**src/rtl/wide_add_seq.sv**
```systemverilog
`default_nettype none
// ============================================================================
//  Module   : wide_add_seq
//  Purpose  : Word-serial wide adder/subtractor. One 32*WORDS-bit operation
//             is sequenced LSW first through a single 32-bit carry-select
//             adder, with a carry register chaining adjacent words.
//  Revision : 1.0 - initial release
// ============================================================================

// ----------------------------------------------------------------------------
//  csa32 : 32-bit carry-select adder. Low half ripples; the high half is
//  precomputed for both possible mid carries and selected by the real one.
// ----------------------------------------------------------------------------
module csa32 (
   input  logic [31:0] a,
   input  logic [31:0] b,
   input  logic        cin,
   output logic [31:0] s,
   output logic        co
);
   logic [16:0] lo;
   logic [16:0] hi0;
   logic [16:0] hi1;

   assign lo  = {1'b0, a[15:0]}  + {1'b0, b[15:0]}  + 17'(cin);
   assign hi0 = {1'b0, a[31:16]} + {1'b0, b[31:16]};
   assign hi1 = {1'b0, a[31:16]} + {1'b0, b[31:16]} + 17'd1;

   assign s  = {(lo[16] ? hi1[15:0] : hi0[15:0]), lo[15:0]};
   assign co = lo[16] ? hi1[16] : hi0[16];
endmodule

// ----------------------------------------------------------------------------
//  wide_add_seq : controller around the shared csa32
// ----------------------------------------------------------------------------
module wide_add_seq #(
   parameter int WORDS = 4
) (
   input  logic                  clk,
   input  logic                  rst,
   input  logic                  start,
   input  logic                  sub,
   input  logic [32*WORDS-1:0]   a,
   input  logic [32*WORDS-1:0]   b,
   input  logic                  cin,
   output logic                  busy,
   output logic                  done,
   output logic [32*WORDS-1:0]   sum,
   output logic                  cout,
   output logic                  ovf
);
   localparam int KW = (WORDS > 1) ? $clog2(WORDS) : 1;
   localparam logic [KW-1:0] K_LAST = KW'(WORDS - 1);

   typedef enum logic [0:0] {
      IDLE = 1'b0,
      RUN  = 1'b1
   } state_t;

   state_t              state;
   state_t              state_next;

   logic [KW-1:0]       k;
   logic                carry;
   logic                op_sub;
   logic [31:0]         op_a [WORDS];
   logic [31:0]         op_b [WORDS];
   logic [31:0]         work [WORDS];

   logic [32*WORDS-1:0] sum_r;
   logic                cout_r;
   logic                ovf_r;
   logic                done_r;

   logic [31:0]         add_a;
   logic [31:0]         add_b;
   logic [31:0]         add_s;
   logic                add_co;
   logic                last;

   // Current word feeds the shared adder; B is inverted for subtraction so
   // that A - B - cin becomes A + ~B + ~cin (the ~cin lives in the carry reg).
   assign add_a = op_a[k];
   assign add_b = op_b[k] ^ {32{op_sub}};
   assign last  = (k == K_LAST);

   csa32 u_csa32 (
      .a   (add_a),
      .b   (add_b),
      .cin (carry),
      .s   (add_s),
      .co  (add_co)
   );

   // State register
   always_ff @(posedge clk) begin
      if (rst) state <= IDLE;
      else     state <= state_next;
   end

   // Next-state logic: accept in IDLE, leave RUN after the last word
   always_comb begin
      state_next = state;
      case (state)
         IDLE:    if (start) state_next = RUN;
         RUN:     if (last)  state_next = IDLE;
         default: state_next = IDLE;
      endcase
   end

   // Datapath: operand capture, word-serial accumulation, result publish
   always_ff @(posedge clk) begin
      if (rst) begin
         k      <= '0;
         carry  <= 1'b0;
         op_sub <= 1'b0;
         for (int i = 0; i < WORDS; i++) begin
            op_a[i] <= '0;
            op_b[i] <= '0;
            work[i] <= '0;
         end
         sum_r  <= '0;
         cout_r <= 1'b0;
         ovf_r  <= 1'b0;
         done_r <= 1'b0;
      end else begin
         done_r <= 1'b0;
         case (state)
            IDLE: begin
               if (start) begin
                  for (int i = 0; i < WORDS; i++) begin
                     op_a[i] <= a[32*i +: 32];
                     op_b[i] <= b[32*i +: 32];
                  end
                  op_sub <= sub;
                  k      <= '0;
                  carry  <= cin ^ sub;
               end
            end
            RUN: begin
               work[k] <= add_s;
               carry   <= add_co;
               k       <= k + 1'b1;
               if (last) begin
                  // The word just produced is not yet in work[], so splice
                  // it in directly as the most significant word.
                  for (int i = 0; i < WORDS - 1; i++)
                     sum_r[32*i +: 32] <= work[i];
                  sum_r[32*(WORDS-1) +: 32] <= add_s;
                  cout_r <= add_co;
                  ovf_r  <= (add_a[31] == add_b[31]) && (add_s[31] != add_a[31]);
                  done_r <= 1'b1;
                  k      <= '0;
               end
            end
            default: ;
         endcase
      end
   end

   assign busy = (state == RUN);
   assign done = done_r;
   assign sum  = sum_r;
   assign cout = cout_r;
   assign ovf  = ovf_r;
endmodule
`default_nettype wire

```
**config.mk**
```make
export PLATFORM = sky130hd
export DESIGN_NAME = wide_add_seq
export DESIGN_NICKNAME = d
export VERILOG_FILES = /design/src/rtl/wide_add_seq.sv
export SDC_FILE = /design/constraint.sdc
export NUM_CORES = 1
export LEC_CHECK = 0
export CORE_UTILIZATION = 50
export CTS_CLUSTER_DIAMETER = 80
export CTS_CLUSTER_SIZE = 28
export DETAILED_ROUTE_END_ITERATION = 10
export PLACE_DENSITY = 0.78
export SETUP_SLACK_MARGIN = 0.15
export SYNTH_ARGS = -nofsm -noshare
export SYNTH_HDL_FRONTEND = slang
export SYNTH_SLANG_ARGS = --single-unit
```
**constraint.sdc**
```tcl
create_clock -name clk -period 11.1 [get_ports clk]
set_input_delay 2.22 -clock clk [delete_from_list [all_inputs] [get_ports clk]]
set_output_delay 2.22 -clock clk [all_outputs]
set_load 0.02 [all_outputs]
```
==> impl_metrics.tcl <==
set metrics [dict create \
    cts-resized-gates 0 \
    arrival_ns 5.56 \
    clk_latency_ns 0.55 \
    synth_edf_count 352 \
    grt.total_usage 0.2239 \
    min_from "work[2][24]" \
    rsz0062_at_grt "false" \
    grt_antenna_before_repair 1 \
    grt.overflow.total 0 \
    final_net_count 2128 \
    hold_depth 1 \
    peakVddDrop_mv 0.09807 \
    fillers 3043 \
    io_buffers 392 \
    endpoint_kind "flop" \
    area_growth_pct 24.34 \
    cts_hold_buf 0 \
    netlist_area_mm2 0.02079 \
    worstSetupPathType "reg2reg" \
    dpl.hpwl_um 35810 \
    yosys_warnings 0 \
    cts.sinks 490 \
    ys_types 74 \
    grt_pass1_wl_um 71650 \
    vias 12860 \
    avgSynthCellArea_um2 13.95 \
    fin_worst_skew_ns 0.02003 \
    finalHoldViolCount 0 \
    power_density_mw_per_mm2 143.8 \
    critPathMaxFanout 35 \
    status "finished clean" \
    rows 74 \
    drc 0 \
    grt_pass1_vias 12470 \
    finalSetupTns_ns 0 \
    cts_root_buffer "clkbuf_16" \
    start_util 0.5079 \
    cts_tree "built" \
    setup_viol 0 \
    ys_seq_area_frac 0.6414 \
    yosys_most_used_dff "edfxtp_1" \
    hp-class "reg2reg" \
    dieArea_mm2 0.04239 \
    ys_ff_latch 490 \
    grt_start_max_net_pins 131 \
    syn_inst 1490 \
    slew_headroom 0.1696 \
    cts_inserted_buffers 23 \
    gp_congestion 0.8903 \
    final_common_cell "clkdlybuf4s50_1" \
    start_kind "flop" \
    avgViaCountPerCell 5.419 \
    post-route-util 0.6316 \
    synth_fp_nets 1787 \
    tightest_slew_ns 1.243 \
    dieHeight_um 205.9 \
    layout.cells.most_common_list "392 x clkdlybuf4s50_1, 352 x edfxtp_1, 260 x and2_1" \
    synthArstFlopShare 0 \
    cts_buffer_depth 3 \
    io_pins 393 \
    drt_iter0_drc 1022 \
    clk_pin_slew_ns 0.10 \
    dr.pass1.iters 6 \
    slew_violations 0 \
    max_freq_mhz 188.4 \
    post_cts_buffers 0 \
    drt-total-wl_um 47580 \
    n_antenna_cell 0 \
    core_area_mm2 0.04092 \
    fin_crit_ns 5.308 \
    p_leak_nw 9.431 \
    r2r_cells 14 \
    route.antenna.remaining_nets 0 \
    layout_worst_path_cycle_share 0.4782 \
    wl_per_cell_um 20.05 \
    required_ns 11.35 \
    cap_violations 0 \
    final_layout_size_suffix_gt1_frac 0.07605 \
    ctsHtreeMaxLevel 1 \
    die_w_um 205.9 \
]
-- path summary, 6_finish.rpt --
kind | to | slack, ns
max | work[1][22] | 5.79
min | sum[88] | 0.46
max reg2reg | work[1][22] | 5.79
min reg2reg | sum[88] | 0.46
-- layout make-up --
class                      instances  area (um2)  area share
sequential                       490       13340      0.5160
tap                              532       665.6     0.02575
timing repair buffer             405        4021      0.1556
clock buffer                      28       594.3     0.02299
inverter                          12       45.04    0.001743
multi-input combinational        899        7093      0.2744
clock inverter                     7       90.09    0.003485
-- worst max-delay path: stages, from the launching register on --
cell       delay [ns]
dfxtp_4          0.75
buf_4            0.68
mux4_2           0.60
xnor2_1          0.20
fa_1             0.24
inv_1            0.07
fa_1             0.45
nor2b_1          0.18
o2111ai_1        0.15
a31oi_1          0.39
a31o_2           0.41
nand3_1          0.24
nand3b_1         0.24
xor2_1           0.30
nor2_1           0.08
-- power breakdown --
group | switching (mW) | internal [mW]
sequential | 0.0317 | 2.06
combinational | 0.379 | 0.288
clock | 0.557 | 0.399
total | 0.968 | 2.75
-- Yosys cell counts, drive strengths merged, types with 2 or more instances --
master | instances | area [um2]
nand3b | 4 | 30.03
a31oi | 3 | 18.77
ha | 33 | 412.9
nand2b | 14 | 87.58
o21a | 2 | 15.01
a31o | 3 | 26.28
inv | 12 | 45.05
o31ai | 4 | 35.03
dfxtp | 138 | 2763
a211oi | 6 | 55.05
nor2b | 7 | 43.79
a311o | 2 | 20.02
a21oi | 21 | 108.9
o311ai | 2 | 35.04
nor2 | 114 | 427.9
edfxtp | 352 | 10570
and4 | 2 | 17.52
mux4 | 64 | 1441
nand4 | 8 | 62.56
clkbuf | 73 | 275.3
nand2 | 55 | 206.5
xor2 | 17 | 148.9
xnor2 | 51 | 446.7
buf | 16 | 70.07
a211o | 2 | 17.52
nand3 | 11 | 55.05
nor3b | 3 | 22.52
o2111ai | 2 | 23.77
a21o | 15 | 112.6
and3 | 3 | 23.77
a22o | 96 | 840.8
nor4 | 5 | 58.80
nor3 | 11 | 60.06
and2 | 260 | 1627
or2 | 4 | 25.02
o21bai | 3 | 22.52
o21ai | 46 | 237.7
or3 | 6 | 42.54
o211ai | 2 | 28.78
fa | 3 | 60.06
-- per-stage QoR --
| stage | area [um2] | instances | power, mW | hold WS, ns | setup WS (ns) |
|---|---|---|---|---|---|
| 5_1_grt | 25850 | 2373 | 3.858 | 0.4706 | 5.265 |
| 4_1_cts | 25850 | 2373 | 3.741 | 0.4610 | 5.708 |
| 3_5_place_dp | 25160 | 2338 | 2.806 | 0.4399 | 5.594 |
| 2_1_floorplan | 20790 | 1490 | 2.561 | 0.4358 | 1.806 |
| 3_3_place_gp | 25160 | 2338 | 2.790 | 0.4383 | 5.701 |
| 6_report | 25850 | 2373 | 3.717 | 0.4586 | 5.792 |
-- state kept, by name (all words and copies together), names as in the netlist, named ones only --
register and count:
op_a 128, op_b 128, sum 128, work 96
k 2, busy 1, carry 1, cout 1
done 1, op_sub 1, ovf 1
-- layer usage --
metal,up-vias,part of all wire,wire (um),global-route usage
met5,-,0,0,0
met4,0,0.019,885,0.04438
met3,47,0.069,3284,0.02696
met2,530,0.47,22380,0.3618
met1,6168,0.44,21030,0.3285
li1,6115,-,-,-
-- kinds of logic (layout without fill, tap and decap cells) --
logic type / count (synthesis) / count (layout) / share of synthesized area
AO/OA/AOI/OAI: 218 / 218 / 0.08144
XOR/XNOR: 69 / 69 / 0.02973
multiplexers: 66 / 66 / 0.07054
buffers and inverters: 101 / 452 / 0.01878
AND/OR/NAND/NOR: 510 / 510 / 0.1354
adder cells (fa/ha/maj): 36 / 36 / 0.02275
flip-flops: 490 / 490 / 0.6414
Power figures use the tool's default switching activity.
